[src/rtl/uart_pkg.sv]
// Shared UART definitions: receiver FSM state encoding and baud arithmetic
// used by both the receive and transmit paths.
package uart_pkg;

  typedef enum logic [1:0] {IDLE, START, DATA, STOP} uart_rx_state_t;

  function automatic int bit_period(input int clk_freq, input int baud_rate);
    return clk_freq / baud_rate;
  endfunction

endpackage

[src/rtl/sync_2ff.sv]
// Two-flop synchronizer for a single asynchronous input; both stages reset
// to RST_VAL so the output is quiet coming out of reset.
module sync_2ff #(
  parameter logic RST_VAL = 1'b1
) (
  input  logic clk,
  input  logic rst_n,
  input  logic d,
  output logic q
);

  logic meta;

  always_ff @(posedge clk) begin
    if (!rst_n) begin
      meta <= RST_VAL;
      q    <= RST_VAL;
    end else begin
      meta <= d;
      q    <= meta;
    end
  end

endmodule

[src/rtl/uart_rx.sv]
// 8N1 UART receiver: mid-bit sampling of a synchronized line, one registered
// AXI4-Stream output slot, single-cycle frame_err / overrun pulses.
module uart_rx
  import uart_pkg::*;
#(
  parameter int CLK_FREQ   = 50_000_000,
  parameter int BAUD_RATE  = 9600,
  parameter int DATA_WIDTH = 8
) (
  input  logic                  clk,
  input  logic                  rst_n,
  input  logic                  rx_wire,
  output logic [DATA_WIDTH-1:0] m_axis_tdata,
  output logic                  m_axis_tvalid,
  input  logic                  m_axis_tready,
  output logic                  frame_err,
  output logic                  overrun
);

  localparam int BIT_PERIOD  = bit_period(CLK_FREQ, BAUD_RATE);
  localparam int HALF_PERIOD = BIT_PERIOD / 2;
  localparam int BW          = $clog2(BIT_PERIOD);
  localparam int CW          = $clog2(DATA_WIDTH) + 1;

  localparam logic [BW-1:0] BIT_LAST  = BW'(BIT_PERIOD - 1);
  localparam logic [BW-1:0] HALF_LAST = BW'(HALF_PERIOD - 1);
  localparam logic [CW-1:0] LAST_BIT  = CW'(DATA_WIDTH - 1);

  uart_rx_state_t        state;
  logic [BW-1:0]         baud_cnt;
  logic [CW-1:0]         bit_cnt;
  logic [DATA_WIDTH-1:0] shift_reg;
  logic [DATA_WIDTH-1:0] shift_next;
  logic [DATA_WIDTH:0]   shift_ext;
  logic                  rx_s;

  sync_2ff #(.RST_VAL(1'b1)) u_sync (
    .clk   (clk),
    .rst_n (rst_n),
    .d     (rx_wire),
    .q     (rx_s)
  );

  // New bit enters at the MSB so the first (LSB) bit ends up at bit 0.
  always_comb begin
    shift_ext  = {rx_s, shift_reg};
    shift_next = shift_ext[DATA_WIDTH:1];
  end

  always_ff @(posedge clk) begin
    if (!rst_n) begin
      state         <= IDLE;
      baud_cnt      <= '0;
      bit_cnt       <= '0;
      shift_reg     <= '0;
      m_axis_tdata  <= '0;
      m_axis_tvalid <= 1'b0;
      frame_err     <= 1'b0;
      overrun       <= 1'b0;
    end else begin
      frame_err <= 1'b0;
      overrun   <= 1'b0;
      if (m_axis_tvalid && m_axis_tready) m_axis_tvalid <= 1'b0;

      case (state)
        IDLE: begin
          if (!rx_s) begin
            state    <= START;
            baud_cnt <= '0;
          end
        end
        START: begin
          if (baud_cnt == HALF_LAST) begin
            baud_cnt <= '0;
            bit_cnt  <= '0;
            state    <= rx_s ? IDLE : DATA;
          end else begin
            baud_cnt <= baud_cnt + 1'b1;
          end
        end
        DATA: begin
          if (baud_cnt == BIT_LAST) begin
            baud_cnt  <= '0;
            shift_reg <= shift_next;
            bit_cnt   <= bit_cnt + 1'b1;
            if (bit_cnt == LAST_BIT) state <= STOP;
          end else begin
            baud_cnt <= baud_cnt + 1'b1;
          end
        end
        STOP: begin
          if (baud_cnt == BIT_LAST) begin
            // Leave at mid-stop-bit so a start bit right behind it is caught.
            baud_cnt <= '0;
            state    <= IDLE;
            if (!rx_s) begin
              frame_err <= 1'b1;
            end else if (!m_axis_tvalid || m_axis_tready) begin
              m_axis_tdata  <= shift_reg;
              m_axis_tvalid <= 1'b1;
            end else begin
              overrun <= 1'b1;
            end
          end else begin
            baud_cnt <= baud_cnt + 1'b1;
          end
        end
        default: state <= IDLE;
      endcase
    end
  end

endmodule
[config.mk]
export PLATFORM = sky130hd
export DESIGN_NAME = uart_rx
export DESIGN_NICKNAME = d
export VERILOG_FILES = /design/src/rtl/uart_pkg.sv /design/src/rtl/sync_2ff.sv /design/src/rtl/uart_rx.sv
export SDC_FILE = /design/constraint.sdc
export NUM_CORES = 1
export LEC_CHECK = 0
export BUFFER_PORTS_ARGS = -buffer_cell sky130_fd_sc_hd__buf_2
export CAP_MARGIN = 20
export CORE_MARGIN = 2
export CORE_UTILIZATION = 30
export DETAILED_ROUTE_END_ITERATION = 12
export HOLD_SLACK_MARGIN = 0.12
export PLACE_DENSITY = 0.56
export SLEW_MARGIN = 20
export SYNTH_ARGS = -nofsm -noshare
export SYNTH_HDL_FRONTEND = slang
export SYNTH_SLANG_ARGS = --single-unit
[constraint.sdc]
create_clock -name clk -period 2.7 [get_ports clk]
set_input_delay 0.135 -clock clk [delete_from_list [all_inputs] [get_ports clk]]
set_output_delay 0.135 -clock clk [all_outputs]
set_load 0.005 [all_outputs]
# ---- Yosys cells after proc, flatten, opt, wreduce, memory -nomap -nowiden
# Index checks and enable logic that the tools add are counted.
dict set report op_classes {
  shift 0
  reduce_logical 12
  n_mul 0
  muxes 21
  n_div 0
  addsub 2
  bitwise 0
  n_eq_ne 11
  magnitude_cmp 0
}
# op count
set op_table {}
lappend op_table {{$mux W13} 3}
lappend op_table {{$pmux W13 S3} 1}
lappend op_table {{$add A13 B1 Y13 const B} 1}
lappend op_table {{$eq A13 B12 Y1 const B} 1}
lappend op_table {{$eq A13 B13 Y1 const B} 1}
lappend op_table {{$mux W2} 6}
lappend op_table {{$ne A2 B2 Y1 const B} 5}
lappend op_table {{$mux W4} 2}
lappend op_table {{$pmux W2 S4} 1}
lappend op_table {{$pmux W4 S2} 1}
lappend op_table {{$reduce_and A4 Y1} 2}
lappend op_table {{$mux W1} 7}
lappend op_table {{$reduce_and A3 Y1} 2}
lappend op_table {{$reduce_and A5 Y1} 1}
lappend op_table {{$add A4 B1 Y4 const B} 1}
lappend op_table {{$eq A2 B2 Y1 const B} 2}
lappend op_table {{$eq A4 B3 Y1 const B} 1}
lappend op_table {{$eq A2 B1 Y1 const B} 1}
lappend op_table {{$logic_not A2 Y1} 1}
lappend op_table {{$reduce_and A2 Y1} 1}
lappend op_table {{$reduce_bool A2 Y1} 1}
lappend op_table {{$reduce_or A2 Y1} 1}
lappend op_table {{$logic_and A1 B1 Y1} 1}
lappend op_table {{$logic_not A1 Y1} 1}
lappend op_table {{$logic_or A1 B1 Y1} 1}
dict set report totals {
  output_inout_bits 11
  ramBits 0
  register_bits 40
  mem_count 0
  latchBits 0
  word_cells 56
  rom_bits 0
  input_bits 4
}

# ---- Depth between registers and ports, before layout
dict set report depth {
  ltp_word 6
  depth_mapped 7
  mapped_depth_nobuf 6
}

# ---- Modules after synthesis
# A second synthesis with hierarchy kept.
dict set report unflattened {
  hier_cells 211
  hier_area_um2 1829.3
}
# mod instances cells_each area_each_um2
set modules_own_cells {}
lappend modules_own_cells {uart_rx 1 207 1776.7}
lappend modules_own_cells {sync_2ff 1 4 52.6}

# ---- Least setup slack after synthesis
# OpenSTA, ideal clock, no wires.
dict set report synth_timing {
  path_kind {flip-flop to flip-flop}
  start {register baud_cnt[0]}
  end {register state[0]}
  period_less_slack_ns 2.219
  path_slack_ns 0.481
  t_required_ns 2.630
  stages_incl_launch_ff 7
  t_arrival_ns 2.149
  path_buffers 0
  cell_sequence {dfxtp_1 ha_1 or3b_4 nor4_4 o22ai_2 or4b_1 a21oi_1}
}
dict set report synth_between {
  elab_chain_cells 3
  word_cells_on_any_way 6
  cone_classes {eq/ne (5); reduce/logical (1)}
}
# element line
set synth_rtl {}
lappend synth_rtl {{from (decl)} uart_rx.sv:30} ;# logic [BW-1:0] baud_cnt;
lappend synth_rtl {{from (signal assigned)} uart_rx.sv:78} ;# baud_cnt <= baud_cnt + 1'b1;
lappend synth_rtl {{from (signal assigned)} uart_rx.sv:88} ;# baud_cnt <= baud_cnt + 1'b1;
lappend synth_rtl {{from (signal assigned)} uart_rx.sv:105} ;# baud_cnt <= baud_cnt + 1'b1;
lappend synth_rtl {{$eq A13 B13 Y1 / $eq A13 B12 Y1 (equally long branches)} {uart_rx.sv:82, uart_rx.sv:92, uart_rx.sv:73}}
lappend synth_rtl {{$ne A2 B2 Y1 (no source line)} --}
lappend synth_rtl {{$reduce_and A5 Y1 (no source line) *} --}
lappend synth_rtl {{to (signal assigned)} uart_rx.sv:76} ;# state <= rx_s ? IDLE : DATA;
lappend synth_rtl {{to (decl)} uart_rx.sv:29} ;# uart_rx_state_t state;
# Mark *: on every way between the ends. The rest lies on a longest branch, timed or not.
# A chain may end at the register's enable or synchronous reset.

# ---- Final worst setup path
# Same ends and word-level chain as after synthesis.

==> reports/qor.txt <==
Syn nets - 215
Clk Tree Root Cell - clkbuf_8
Reg2reg start - baud_cnt[0]$_SDFFE_PN0P_
Most area-hungry cell type in the Yosys netlist - dfxtp_1
Syn_area_per_cell - 8.88 um^2
Hold path start - m_axis_tready
First-pass GRT wire length - 6500 um
Die footprint - 6830 um^2
Largest stage delay, worst path - 530 ps
IO Pins - 15
Core area - 5960 um^2
Number of global-route vias before repair - 1420
# DRC - 0
Layout area overhead - 15.7%
Crit-path max FO - 10
Port bufs - 14
Hold WC Path Type - input pin to flop
Worst-margin pin slew - 784 ps
Delay-heaviest family, CP - simple AND/OR/NAND/NOR gates
Path depth of the worst reg2reg path - 6
Power Dens Cells - 546 nW/um^2
Post-Synthesis Cells - 209
Overall power - 0.00117 W
# resized after CTS - 0
CTS sink count - 40
Slowest cell on the critical path - or4b_1
Dominant synthesized flop cell - dfxtp_1
Synth top cells by count - dfxtp_1, nand2_1, mux2i_1
CP endpoint kind - flop
Via/cell ratio - 4.91
Die width - 82.6 um
Final Wtd Congestion - 0.820
Via count - 1482
Max Slew Vio Count - 0
Capturing point of the worst reg2reg path - state[0]$_SDFFE_PN0P_
#FFs+latches synth - 40
Static leakage - 0.924 nW
Sequential area share after synthesis - 0.432
Hold_buf cts - 1
Yosys warns - 0
Count leader, synth - dfxtp_1
Initial antenna violation count - 0
Nets - 232
Initial cell density of the core - 0.312
DR iter-0 viols - 103
Critical path arrival - 2660 ps
RSZ-0062 raised after global routing - false
# placed instances - 293
Slack of the critical path - 264 ps
# setup viols final - 0
Clock skew - 9.38 ps
Largest net degree at the start of global routing - 25
Post CTS Setup Buffer Count - 0
Crit path time final - 2440 ps
Layout Cells excl Fill - 302
Outcome - finished, final reports clean
Final critical-path share of the clock period - 0.902
Largest register FFs - 13
Critical Path RT - 2920 ps
Clk_lat worst skew - 300 ps
Post-synth EDFFs - 0
Worst setup startpoint - baud_cnt[0]$_SDFFE_PN0P_
Clock tree buffer depth - 2
Grt total ovfl - 0
Post-Place Worst Slack - 306 ps
Critical path class - flop to flop
Final Hold Vio Count - 0
DP Wirelength - 2590 um
Drt first pass iters - 4
Synth cell types - 39
Rel. slew slack - 0.474
Chip height - 82.6 um
H-tree depth - 2
R2r setup slk - 260 ps
Maximum VDD drop - 0.000213 V
Max-cap viol count - 0
Cell Area, Synth - 1860 um^2
Final setup TNS - 0 ps
N_diodes - 0
CTS tree - built
Hold Path Depth - 3
CTS buffer count - 5
Crit-path cells - ha_1 -> or3b_4 -> nor4_4 -> o22ai_2 -> or4b_1 -> a21oi_1
F_max - 0.410 GHz
Hold Path Sink - overrun$_SDFF_PN0_
Routed WL - 3670 um
Clock Pin Slew Worst Setup and Hold Paths - 80 ps
Share of cells above drive strength 1 - 0.163
Post-synth ARST share - 0
FP Rows - 28
GRT Overall Usage - 0.124
Crit path buffers/inverters - 0
ANT nets after route - 0
Top post-synthesis cells by area - dfxtp_1, mux2i_1, nand2_1
Critical path startpoint category - flop
WL/cell - 12.2 um
Top cell type's share of synthesized area - 0.432
[cell families after synthesis]
logic type	after synthesis	share of synthesized area
simple gates	100	0.297
mux	19	0.102
compound gates	28	0.103
buf+inv	17	0.0384
flops	40	0.432
xor+xnor	3	0.0142
fa+ha+maj	2	0.0135
[worst min-delay path: stages]
cell and delay, ps:
buf_2 70, nand2b_1 160, nor3_1 80
[worst max-delay path by stage]
stage / endpoint / slack (ps) / cells past startpoint
final: state[0]$_SDFFE_PN0P_ / 260 / 6
after CTS: state[0]$_SDFFE_PN0P_ / 280 / 6
after global placement: state[0]$_SDFFE_PN0P_ / 320 / 6
after detailed placement: state[0]$_SDFFE_PN0P_ / 310 / 6
after floorplan: state[0]$_SDFFE_PN0P_ / 480 / 6
after global routing: state[0]$_SDFFE_PN0P_ / 110 / 6
[cells in the final DEF (no fill, tap or decap), types with 2 or more instances in the layout]
master     n
buf_4      6
nor3_1     4
nand2_1   34
nor2_1    15
nor4_4     2
mux2i_1   19
a31oi_1    8
and2_1     2
or3b_2     2
a22o_1     2
ha_1       2
buf_2     14
inv_1      6
a21oi_1    8
nand3b_1   3
nand4b_1   2
nand4_1    5
clkbuf_8   6
dfxtp_1   40
and3_1     6
o21ai_0    2
xnor2_1    2
nand2b_1   6
nand3_1   12
[layer usage]
layer,vias to the layer above,track usage,part of all wire
met5,-,0,0
li1,772,-,-
met2,25,0.198,0.46
met1,682,0.162,0.49
met4,0,0.0443,0.0074
met3,3,0.0293,0.044
[final cells by class]
type                       instances  area (um^2)
fill                             625         3810
multi-input combinational        152          983
sequential                        40          801
timing repair buffer              21          125
tap                               75         93.8
clock buffer                       6         82.6
clock inverter                     2         38.8
inverter                           6         22.5
[stage by stage]
| step | hold slack, ps | instance area, um^2 | util |
|---|---|---|---|
| final | 190 | 2150 | 0.361 |
| after global routing | 189 | 2150 | 0.361 |
| after CTS | 182 | 2150 | 0.361 |
| after detailed placement | 323 | 2020 | 0.338 |
| after global placement | 316 | 2020 | 0.338 |
| after floorplan | 236 | 1860 | - |
[where the power goes]
| part | leakage (nW) | switching (W) | internal [W] | total (W) |
|---|---|---|---|---|
| clock | 0.0614 | 0.000220 | 0.000302 | 0.000522 |
| sequential | 0.323 | 0.00000725 | 0.000594 | 0.000601 |
| combinational | 0.539 | 0.0000339 | 0.0000162 | 0.0000502 |
| total | 0.924 | 0.000261 | 0.000912 | 0.00117 |
(Power assumes the default switching activity.)
